## src/rtl/muldiv_pkg.sv

```systemverilog
// Shared encodings for the multiply/divide sequencer: op codes, FSM states, default widths.
package muldiv_pkg;

    localparam int unsigned WIDTH_DEF = 32;
    localparam int unsigned CNT_W_DEF = 6;

    localparam logic [2:0] OP_MULT  = 3'd0;
    localparam logic [2:0] OP_MULTU = 3'd1;
    localparam logic [2:0] OP_DIV   = 3'd2;
    localparam logic [2:0] OP_DIVU  = 3'd3;
    localparam logic [2:0] OP_MTHI  = 3'd4;
    localparam logic [2:0] OP_MTLO  = 3'd5;
    localparam logic [2:0] OP_MFHI  = 3'd6;
    localparam logic [2:0] OP_MFLO  = 3'd7;

    localparam logic [1:0] ST_IDLE = 2'd0;
    localparam logic [1:0] ST_MUL  = 2'd1;
    localparam logic [1:0] ST_DIV  = 2'd2;
    localparam logic [1:0] ST_FIX  = 2'd3;

    // True for the op codes that launch a multi-cycle MULT/DIV.
    function automatic logic is_muldiv(input logic [2:0] op);
        return op inside {OP_MULT, OP_MULTU, OP_DIV, OP_DIVU};
    endfunction

endpackage

```

## src/rtl/muldiv_core.sv

```systemverilog
// Iterative datapath: shift-add multiply or restoring divide on unsigned magnitudes.
module muldiv_core
    import muldiv_pkg::*;
#(
    parameter int unsigned WIDTH = WIDTH_DEF
) (
    input  logic                 clk,
    input  logic                 rst_n,
    input  logic                 load,
    input  logic                 iterate,
    input  logic                 mode,
    input  logic [WIDTH-1:0]     a_mag,
    input  logic [WIDTH-1:0]     b_mag,
    output logic [2*WIDTH-1:0]   result
);

    localparam int unsigned W2 = 2 * WIDTH;

    logic [W2-1:0]    acc;
    logic [W2-1:0]    acc_d;
    logic [WIDTH-1:0] breg;
    logic [WIDTH:0]   mul_sum;
    logic [W2-1:0]    mul_next;
    logic [WIDTH:0]   div_shift;
    logic [WIDTH-1:0] div_diff;
    logic             div_ge;
    logic [W2-1:0]    div_next;

    // acc holds {partial product, multiplier} or {remainder, dividend/quotient}.
    always_comb begin
        mul_sum   = {1'b0, acc[W2-1:WIDTH]} + (acc[0] ? {1'b0, breg} : '0);
        mul_next  = {mul_sum, acc[WIDTH-1:1]};
        div_shift = {acc[W2-1:WIDTH], acc[WIDTH-1]};
        div_ge    = div_shift >= {1'b0, breg};
        div_diff  = div_shift[WIDTH-1:0] - breg;
        div_next  = {(div_ge ? div_diff : div_shift[WIDTH-1:0]), acc[WIDTH-2:0], div_ge};

        acc_d = acc;
        if (load) begin
            acc_d = {WIDTH'(0), a_mag};
        end else if (iterate) begin
            acc_d = mode ? div_next : mul_next;
        end
    end

    always_ff @(posedge clk or negedge rst_n) begin
        if (!rst_n) begin
            acc  <= '0;
            breg <= '0;
        end else begin
            acc <= acc_d;
            if (load) begin
                breg <= b_mag;
            end
        end
    end

    assign result = acc;

endmodule

```

## src/rtl/muldiv_sequencer.sv

```systemverilog
// MULT/DIV controller: FSM, iteration count, sign fix-up, HI/LO registers and pipeline stall.
module muldiv_sequencer
    import muldiv_pkg::*;
#(
    parameter int unsigned WIDTH = WIDTH_DEF,
    parameter int unsigned CNT_W = CNT_W_DEF
) (
    input  logic             clk,
    input  logic             rst_n,
    input  logic             start,
    input  logic [2:0]       op,
    input  logic [WIDTH-1:0] op_a,
    input  logic [WIDTH-1:0] op_b,
    output logic             busy,
    output logic             done,
    output logic             stall,
    output logic [WIDTH-1:0] hi_lo_out
);

    localparam int unsigned    W2   = 2 * WIDTH;
    localparam logic [CNT_W-1:0] LAST = CNT_W'(WIDTH - 1);

    logic [1:0]       state;
    logic [1:0]       state_d;
    logic [CNT_W-1:0] count;
    logic [CNT_W-1:0] count_d;
    logic             busy_d;
    logic             done_d;
    logic             accept_c;
    logic             fix_c;

    logic             op_signed_c;
    logic             sign_a_c;
    logic             sign_b_c;
    logic [WIDTH-1:0] mag_a_c;
    logic [WIDTH-1:0] mag_b_c;

    logic             sign_a;
    logic             sign_b;
    logic             is_div;
    logic             div_zero;
    logic [WIDTH-1:0] raw_a;

    logic [W2-1:0]    raw_res;
    logic [W2-1:0]    prod_c;
    logic [WIDTH-1:0] quot_c;
    logic [WIDTH-1:0] rem_c;
    logic [WIDTH-1:0] hi;
    logic [WIDTH-1:0] lo;
    logic [WIDTH-1:0] hi_d;
    logic [WIDTH-1:0] lo_d;

    // A request held while busy is only taken once busy has dropped (one idle bubble).
    assign accept_c = (state == ST_IDLE) && !busy && start && is_muldiv(op);

    // Operand conditioning: signed ops run on magnitudes.
    always_comb begin
        op_signed_c = ~op[0];
        sign_a_c    = op_signed_c & op_a[WIDTH-1];
        sign_b_c    = op_signed_c & op_b[WIDTH-1];
        mag_a_c     = sign_a_c ? (~op_a + WIDTH'(1)) : op_a;
        mag_b_c     = sign_b_c ? (~op_b + WIDTH'(1)) : op_b;
    end

    always_comb begin
        state_d = state;
        count_d = count;
        busy_d  = busy;
        done_d  = 1'b0;
        fix_c   = 1'b0;
        unique case (state)
            ST_IDLE: begin
                busy_d = accept_c;
                if (accept_c) begin
                    state_d = op[1] ? ST_DIV : ST_MUL;
                    count_d = '0;
                end
            end
            ST_MUL, ST_DIV: begin
                count_d = count + CNT_W'(1);
                if (count == LAST) begin
                    state_d = ST_FIX;
                end
            end
            ST_FIX: begin
                state_d = ST_IDLE;
                done_d  = 1'b1;
                busy_d  = 1'b1;
                fix_c   = 1'b1;
            end
            default: begin
                state_d = ST_IDLE;
                busy_d  = 1'b0;
            end
        endcase
    end

    always_ff @(posedge clk or negedge rst_n) begin
        if (!rst_n) begin
            state <= ST_IDLE;
            count <= '0;
            busy  <= 1'b0;
            done  <= 1'b0;
        end else begin
            state <= state_d;
            count <= count_d;
            busy  <= busy_d;
            done  <= done_d;
        end
    end

    // Operation context captured at accept for the final fix-up.
    always_ff @(posedge clk or negedge rst_n) begin
        if (!rst_n) begin
            sign_a   <= 1'b0;
            sign_b   <= 1'b0;
            is_div   <= 1'b0;
            div_zero <= 1'b0;
            raw_a    <= '0;
        end else if (accept_c) begin
            sign_a   <= sign_a_c;
            sign_b   <= sign_b_c;
            is_div   <= op[1];
            div_zero <= (op_b == '0);
            raw_a    <= op_a;
        end
    end

    muldiv_core #(
        .WIDTH (WIDTH)
    ) u_core (
        .clk     (clk),
        .rst_n   (rst_n),
        .load    (accept_c),
        .iterate ((state == ST_MUL) || (state == ST_DIV)),
        .mode    (state == ST_DIV),
        .a_mag   (mag_a_c),
        .b_mag   (mag_b_c),
        .result  (raw_res)
    );

    // Remainder follows the dividend's sign; quotient and product follow sign_a ^ sign_b.
    always_comb begin
        prod_c = (sign_a ^ sign_b) ? (~raw_res + W2'(1)) : raw_res;
        quot_c = (sign_a ^ sign_b) ? (~raw_res[WIDTH-1:0] + WIDTH'(1)) : raw_res[WIDTH-1:0];
        rem_c  = sign_a ? (~raw_res[W2-1:WIDTH] + WIDTH'(1)) : raw_res[W2-1:WIDTH];
    end

    always_comb begin
        hi_d = hi;
        lo_d = lo;
        if (fix_c) begin
            if (is_div && div_zero) begin
                hi_d = raw_a;
                lo_d = '1;
            end else if (is_div) begin
                hi_d = rem_c;
                lo_d = quot_c;
            end else begin
                hi_d = prod_c[W2-1:WIDTH];
                lo_d = prod_c[WIDTH-1:0];
            end
        end else if (!busy) begin
            if (op == OP_MTHI) begin
                hi_d = op_a;
            end
            if (op == OP_MTLO) begin
                lo_d = op_a;
            end
        end
    end

    always_ff @(posedge clk or negedge rst_n) begin
        if (!rst_n) begin
            hi <= '0;
            lo <= '0;
        end else begin
            hi <= hi_d;
            lo <= lo_d;
        end
    end

    // Stall and the MF read path are combinational so EX sees them in the same cycle.
    always_comb begin
        stall = busy & (start | op[2]);
        unique case (op)
            OP_MFHI: hi_lo_out = hi;
            OP_MFLO: hi_lo_out = lo;
            default: hi_lo_out = '0;
        endcase
    end

endmodule

```

## config.mk

```make
export PLATFORM = sky130hd
export DESIGN_NAME = muldiv_sequencer
export DESIGN_NICKNAME = d
export VERILOG_FILES = /design/src/rtl/muldiv_pkg.sv /design/src/rtl/muldiv_core.sv /design/src/rtl/muldiv_sequencer.sv
export SDC_FILE = /design/constraint.sdc
export NUM_CORES = 1
export LEC_CHECK = 0
export BUFFER_PORTS_ARGS = -buffer_cell sky130_fd_sc_hd__clkbuf_2
export CAP_MARGIN = 20
export CORE_UTILIZATION = 60
export CTS_BUF_LIST = sky130_fd_sc_hd__clkbuf_4 sky130_fd_sc_hd__clkbuf_8 sky130_fd_sc_hd__clkbuf_16
export DETAILED_ROUTE_END_ITERATION = 16
export GPL_TIMING_DRIVEN = 0
export PLACE_DENSITY = 0.78
export SLEW_MARGIN = 20
export SYNTH_ARGS = -nofsm -noshare
export SYNTH_HDL_FRONTEND = slang
export SYNTH_HIERARCHICAL = 1
export SYNTH_SLANG_ARGS = --single-unit
```

## constraint.sdc

```tcl
create_clock -name clk -period 5.94 [get_ports clk]
set_input_delay 0.891 -clock clk [delete_from_list [all_inputs] [get_ports clk]]
set_output_delay 0.891 -clock clk [all_outputs]
set_load 0.005 [all_outputs]
```

; Word-level counts from Yosys, hierarchy flattened
; Index checks and enable logic that the tools add are counted.
[op_classes]
eq_ne = 14
addsub = 8
n_bitwise = 11
magnitude_cmp = 1
reduce_logical = 20
muxes = 29
[ops]
columns = cell, n
row1 = 32-bit 2-to-1 mux, 16
row2 = 64-bit 2-to-1 mux, 4
row3 = 32-bit by 1-bit adder with 32-bit output (second input constant), 4
row4 = 32-bit NOT, 4
row5 = 64-bit by 1-bit adder with 64-bit output (second input constant), 1
row6 = 64-bit NOT, 1
row7 = 32-bit one-hot mux with 2 select lines, 1
row8 = 32-bit by 33-bit adder with 33-bit output, 1
row9 = 33-bit by 32-bit >= comparator with 1-bit output, 1
row10 = 32-bit logical NOT, 1
row11 = 32-bit subtractor, 1
row12 = 3-bit equality test (second input constant), 4
row13 = 6-bit one-hot mux with 2 select lines, 1
row14 = 2-bit nonzero test, 5
row15 = 2-bit AND reduction, 4
row16 = 6-bit by 1-bit adder with 6-bit output (second input constant), 1
row17 = 3-bit by 2-bit equality test with 1-bit output (second input constant), 2
row18 = 6-bit by 5-bit equality test with 1-bit output (second input constant), 1
row19 = 2-bit 2-to-1 mux, 3
row20 = 6-bit 2-to-1 mux, 1
row21 = 2-bit one-hot mux with 3 select lines, 1
row22 = 2-bit equality test (second input constant), 2
row23 = 1-bit logical AND, 4
row24 = 2-bit != test (second input constant), 2
row25 = 15 further kinds, 17
[totals]
elab_cells = 96
in_bits = 70
output_inout_bits = 35
reg_bits = 206

; Depth between registers and ports, before layout
[logic_depth]
depth_word = 6
ltp_mapped = 15
depth_no_buf = 14

; By module
; The synthesis kept the hierarchy.
[modules_own_cells]
columns = mod, area_each_um2, cells_each, seq_area_each_um2, n_inst
row1 = muldiv_sequencer, 8898.5, 1117, 2752.6, 1
row2 = muldiv_core, 8229.1, 1023, 2402.3, 1

; Least setup slack after synthesis
; No wires, ideal clock.
[synth_path]
kind = reg2reg
startpoint = register u_core.acc[0], in the netlist u_core/result[0]
endpoint = register u_core.acc[63], in the netlist u_core/result[63]
path_buffers = 1
slack_ps = 2751
t_required_ps = 5804
stages_incl_launch_ff = 16
setup_time_ps = 136
arrival_ps = 3053
period_less_slack_ps = 3189
path_cell_list = dfrtp_1 > clkbuf_1 > and2_1 > ha_1 > inv_1 > fa_1 > nor2b_1 > o31a_1 > o41ai_1 > nor2_1 > a41o_1 > a31o_2 > nand3_1 > a32oi_1 > a2111oi_0 > o31ai_1
[synth_between]
elab_chain_len = 5
[synth_rtl]
columns = element, line
row1 = "start, declared", muldiv_core.sv:19  ; logic [W2-1:0] acc;
row2 = "start signal, assigned", muldiv_core.sv:48  ; acc <= '0;
row3 = "start signal, assigned", muldiv_core.sv:51  ; acc <= acc_d;
row4 = 32-bit 2-to-1 mux, muldiv_core.sv:31  ; mul_sum = {1'b0, acc[W2-1:WIDTH]} + (acc[0] ? {1'b0, breg} : '0);
row5 = 32-bit by 33-bit adder with 33-bit output, muldiv_core.sv:31
row6 = 64-bit 2-to-1 mux, muldiv_core.sv:42  ; acc_d = mode ? div_next : mul_next;
row7 = 64-bit 2-to-1 mux, muldiv_core.sv:41  ; end else if (iterate) begin
row8 = 64-bit 2-to-1 mux, muldiv_core.sv:39  ; if (load) begin
; No other way between the ends. The select of a mux whose other input is x is not followed.
; A chain may end at the register's enable or synchronous reset.

; Worst setup path after layout
[layout_path]
startpoint = register state[0]
endpoint = register u_core.breg[28]
[layout_between]
elab_chain_len = 4
[layout_rtl]
columns = element, line
row1 = "start, declared", muldiv_sequencer.sv:23  ; logic [1:0] state;
row2 = "start signal, assigned", muldiv_sequencer.sv:105  ; state <= state_d;
row3 = 2-bit logical NOT, muldiv_sequencer.sv:54  ; assign accept_c = (state == ST_IDLE) && !busy && start && is_muldiv(op);
row4 = 1-bit logical AND (3 in a row), muldiv_sequencer.sv:54
row5 = net accept_c, muldiv_sequencer.sv:29  ; logic accept_c;
row6 = "end signal, assigned", muldiv_core.sv:53  ; breg <= b_mag;
row7 = "end, declared", muldiv_core.sv:21  ; logic [WIDTH-1:0] breg;
; The timed path passes the listed nets, and every way through them passes these cells.

==> flow_summary_export.csv <==
group,metric,value,unit
power,power_frac_clock,0.137,
min_path,hold_class,"in2async",
global_routing,grt-ovfl-total,0,
critical_path,cp.required,6.42,ns
power,pwr-share-comb,0.634,
global_routing,antenna_found_initial,1,
power,switching_share,0.517,
cts,clk_path_buf_depth,3,
cells_and_area,register_area,5150,um^2
power,finalPower,13.1,mW
synth,synth_seq_area_share,0.301,
route,drt_pass1_iterations,8,
power,p_leak,8.38,nW
run,drv_cap,0,
synth,syn_inst,2140,
global_routing,grt_pass1_wl,98100,um
cells_and_area,n_antenna_cell,0,
route,viasPerCell,6.69,
route,ant_nets,0,
timing,fin_crit,5.01,ns
power,seq_power_share,0.228,
cells_and_area,fillers,2414,
floorplan,die_area,29200,um^2
cells_and_area,area_growth,11.9,%
cts,cts_buffers,27,
global_routing,groute.usage.overall,0.446,
power,intPower,6.33,mW
route,first_iter_violations,2013,
timing,tns,0,ns
synth,synth_area_per_cell,8.00,um^2
floorplan,core,27900,um^2
cts,cts-root-buf,"clkbuf_16",
timing,max_freq,0.200,GHz
critical_path,critPathArrivalTime,5.48,ns
floorplan,die_x,171,um
route,wl_per_cell,24.3,um
cells_and_area,nets,2415,
floorplan,chipHeight,171,um
cells_and_area,drive_gt1_frac,0.0956,
cts,ctsHoldBuffers,0,
critical_path,path_max_fanout,11,
placed_design,io_buffer_count,99,
power,ir_drop,0.418,mV
route,drc,0,
cts,cts.sinks,206,
synth,ys.flop_type,"dfrtp_1",
synth,syn_area,17100,um^2
placed_design,place_area,18200,um^2
timing,setup_viol,0,
synth,ys_ff_latch,206,
run_status,status,"completed",
synth,yosysWarnings,6,
placed_design,place_hpwl,49400,um
timing,slew_viol_final,0,
timing,max_slew_margin,0.155,
synth,netlist-cell-type-count,89,
cells_and_area,fin_area,19200,um^2
cts,postCtsSetupBuffers,0,
floorplan,start_util,0.613,
cts,cts_tree,"yes",
timing,period_share,0.843,
timing,rsz0062_at_grt,"false",
power,netSwitchingPower,6.79,mW
route,wirelength,64900,um
global_routing,grt_max_degree,91,
cells_and_area,final_cell_mix,"nand2_1, dfrtp_1, a21oi_1, o21ai_0, nor2_1",
cts,cts-htree-levels,1,
power,powerDensity,685,nW/um^2
synth,synth_edf_count,0,
cells_and_area,layout_commonest_cell,"nand2_1",
placed_design,place_congestion,1.08,
critical_path,worstSetupStartpointType,"flip-flop",
timing,hold_violations,0,
cts,insertion_delay,0.57,ns
route,num_vias,17800,
cts,path_clk_slew,0.06,ns
timing,holdWs,0.271,ns
critical_path,end_kind,"flip-flop",
critical_path,crit_type,"reg2reg",
floorplan,rows,61,
floorplan,io-pin-count,105,
cts,cts_resized,0,
cells_and_area,multi_input_area,11100,um^2
synth,syn_nets,2285,
timing,worst_slew_pin_slew,1.27,ns
synth,ys_async_sr_fraction,1.00,
timing,fin_worst_skew,0.0155,ns
global_routing,first_global_vias,17000,
[path summary, 6_finish.rpt]
kind / start / end / slack (ns) / cells past startpoint
setup / recovery: state[0] / u_core/breg[28] / 0.93 / 12
hold reg to reg: raw_a[3] / raw_a[3] / 0.48 / 2
setup reg to reg: state[0] / u_core/breg[28] / 0.93 / 12
max in group asynchronous: rst_n / hi[29] / 4.84 / 2
min in group clk: raw_a[3] / raw_a[3] / 0.48 / 2
hold / removal: rst_n / u_core/result[21] / 0.27 / 1
[layer usage]
layer  track usage  part of all wire
met1         0.529              0.37
met2         0.722              0.45
met3        0.0874             0.098
met4         0.324             0.084
met5             0                 0
[cells by family after synthesis]
kind of cell    after synthesis  synth area share
flops                       206             0.301
mux                          73            0.0435
xor+xnor                    157            0.0803
compound gates              654             0.248
buf+inv                     214            0.0506
simple gates                761             0.221
fa+ha+maj                    75            0.0557
[per-stage QoR]
step | std cells | worst slack (ns) | utilization
after floorplan | 2140 | 2.75 | -
after global placement | 2617 | -0.148 | 0.648
after detailed placement | 2619 | 0.580 | 0.651
after CTS | 2669 | 0.827 | 0.686
after global routing | 2669 | 0.900 | 0.686
final | 2669 | 0.933 | 0.686
[critical path, stage by stage, from the launching register on]
cell and delay, ns:
dfrtp_1 0.40, inv_1 0.11, ha_1 0.18, inv_1 0.05
or4b_2 0.66, clkbuf_1 0.25, inv_2 0.19, clkbuf_1 0.50
clkbuf_2 0.59, clkbuf_1 0.92, clkbuf_1 0.66, nand2_1 0.24
o21ai_0 0.14
[cell type report]
cell class                 instances  area share
sequential                       206       0.269
clock inverter                    17      0.0127
clock buffer                      33      0.0386
tap                              378      0.0247
inverter                          79      0.0155
multi-input combinational       1720       0.581
buffer                           135      0.0298
timing repair buffer             101      0.0292
[synthesized netlist by cell type, types with 7 or more instances]
master | instances | area, um^2
o41ai_1 | 14 | 123
o31ai_1 | 18 | 135
nand4_1 | 13 | 81.3
or2_2 | 7 | 43.8
nor2_1 | 153 | 574
o21ai_0 | 160 | 801
a211oi_1 | 68 | 510
nand2_1 | 264 | 991
xnor2_1 | 89 | 780
dfrtp_1 | 206 | 5150
nand3b_1 | 9 | 67.6
nor3_1 | 47 | 235
o221ai_1 | 7 | 61.3
nor4_1 | 20 | 125
xor2_1 | 68 | 596
and3_1 | 43 | 269
nor2b_1 | 35 | 219
a21oi_1 | 163 | 816
o211ai_1 | 22 | 165
mux2i_1 | 61 | 611
and2_1 | 41 | 257
a221oi_1 | 10 | 87.6
clkbuf_1 | 111 | 417
or3_1 | 21 | 131
buf_2 | 9 | 45.0
a21o_1 | 41 | 308
a31oi_1 | 30 | 188
ha_1 | 73 | 913
mux2_2 | 11 | 124
o21bai_1 | 7 | 52.6
nand3_1 | 33 | 165
a22o_1 | 41 | 359
inv_1 | 77 | 289
or4_1 | 19 | 143
o21a_1 | 10 | 75.1
nand2b_1 | 22 | 138
[power groups by stage]
stage               Combinational (mW)  Sequential, mW  Clock (mW)
floorplan                         5.87            2.59           0
global placement                  7.80            2.94           0
detailed placement                8.00            2.96           0
CTS                               8.04            2.94        1.80
global route                      8.97            3.05        1.86
finish                            8.32            3.00        1.80
[flip-flops by register name, summed over array words and instances, names as in the netlist, 2 cells and up]
| register | flops |
|---|---|
| u_core/breg | 32 |
| count | 6 |
| u_core/result | 64 |
| state | 2 |
| raw_a | 32 |
| lo | 32 |
| hi | 32 |
Power figures use the tool's default switching activity.
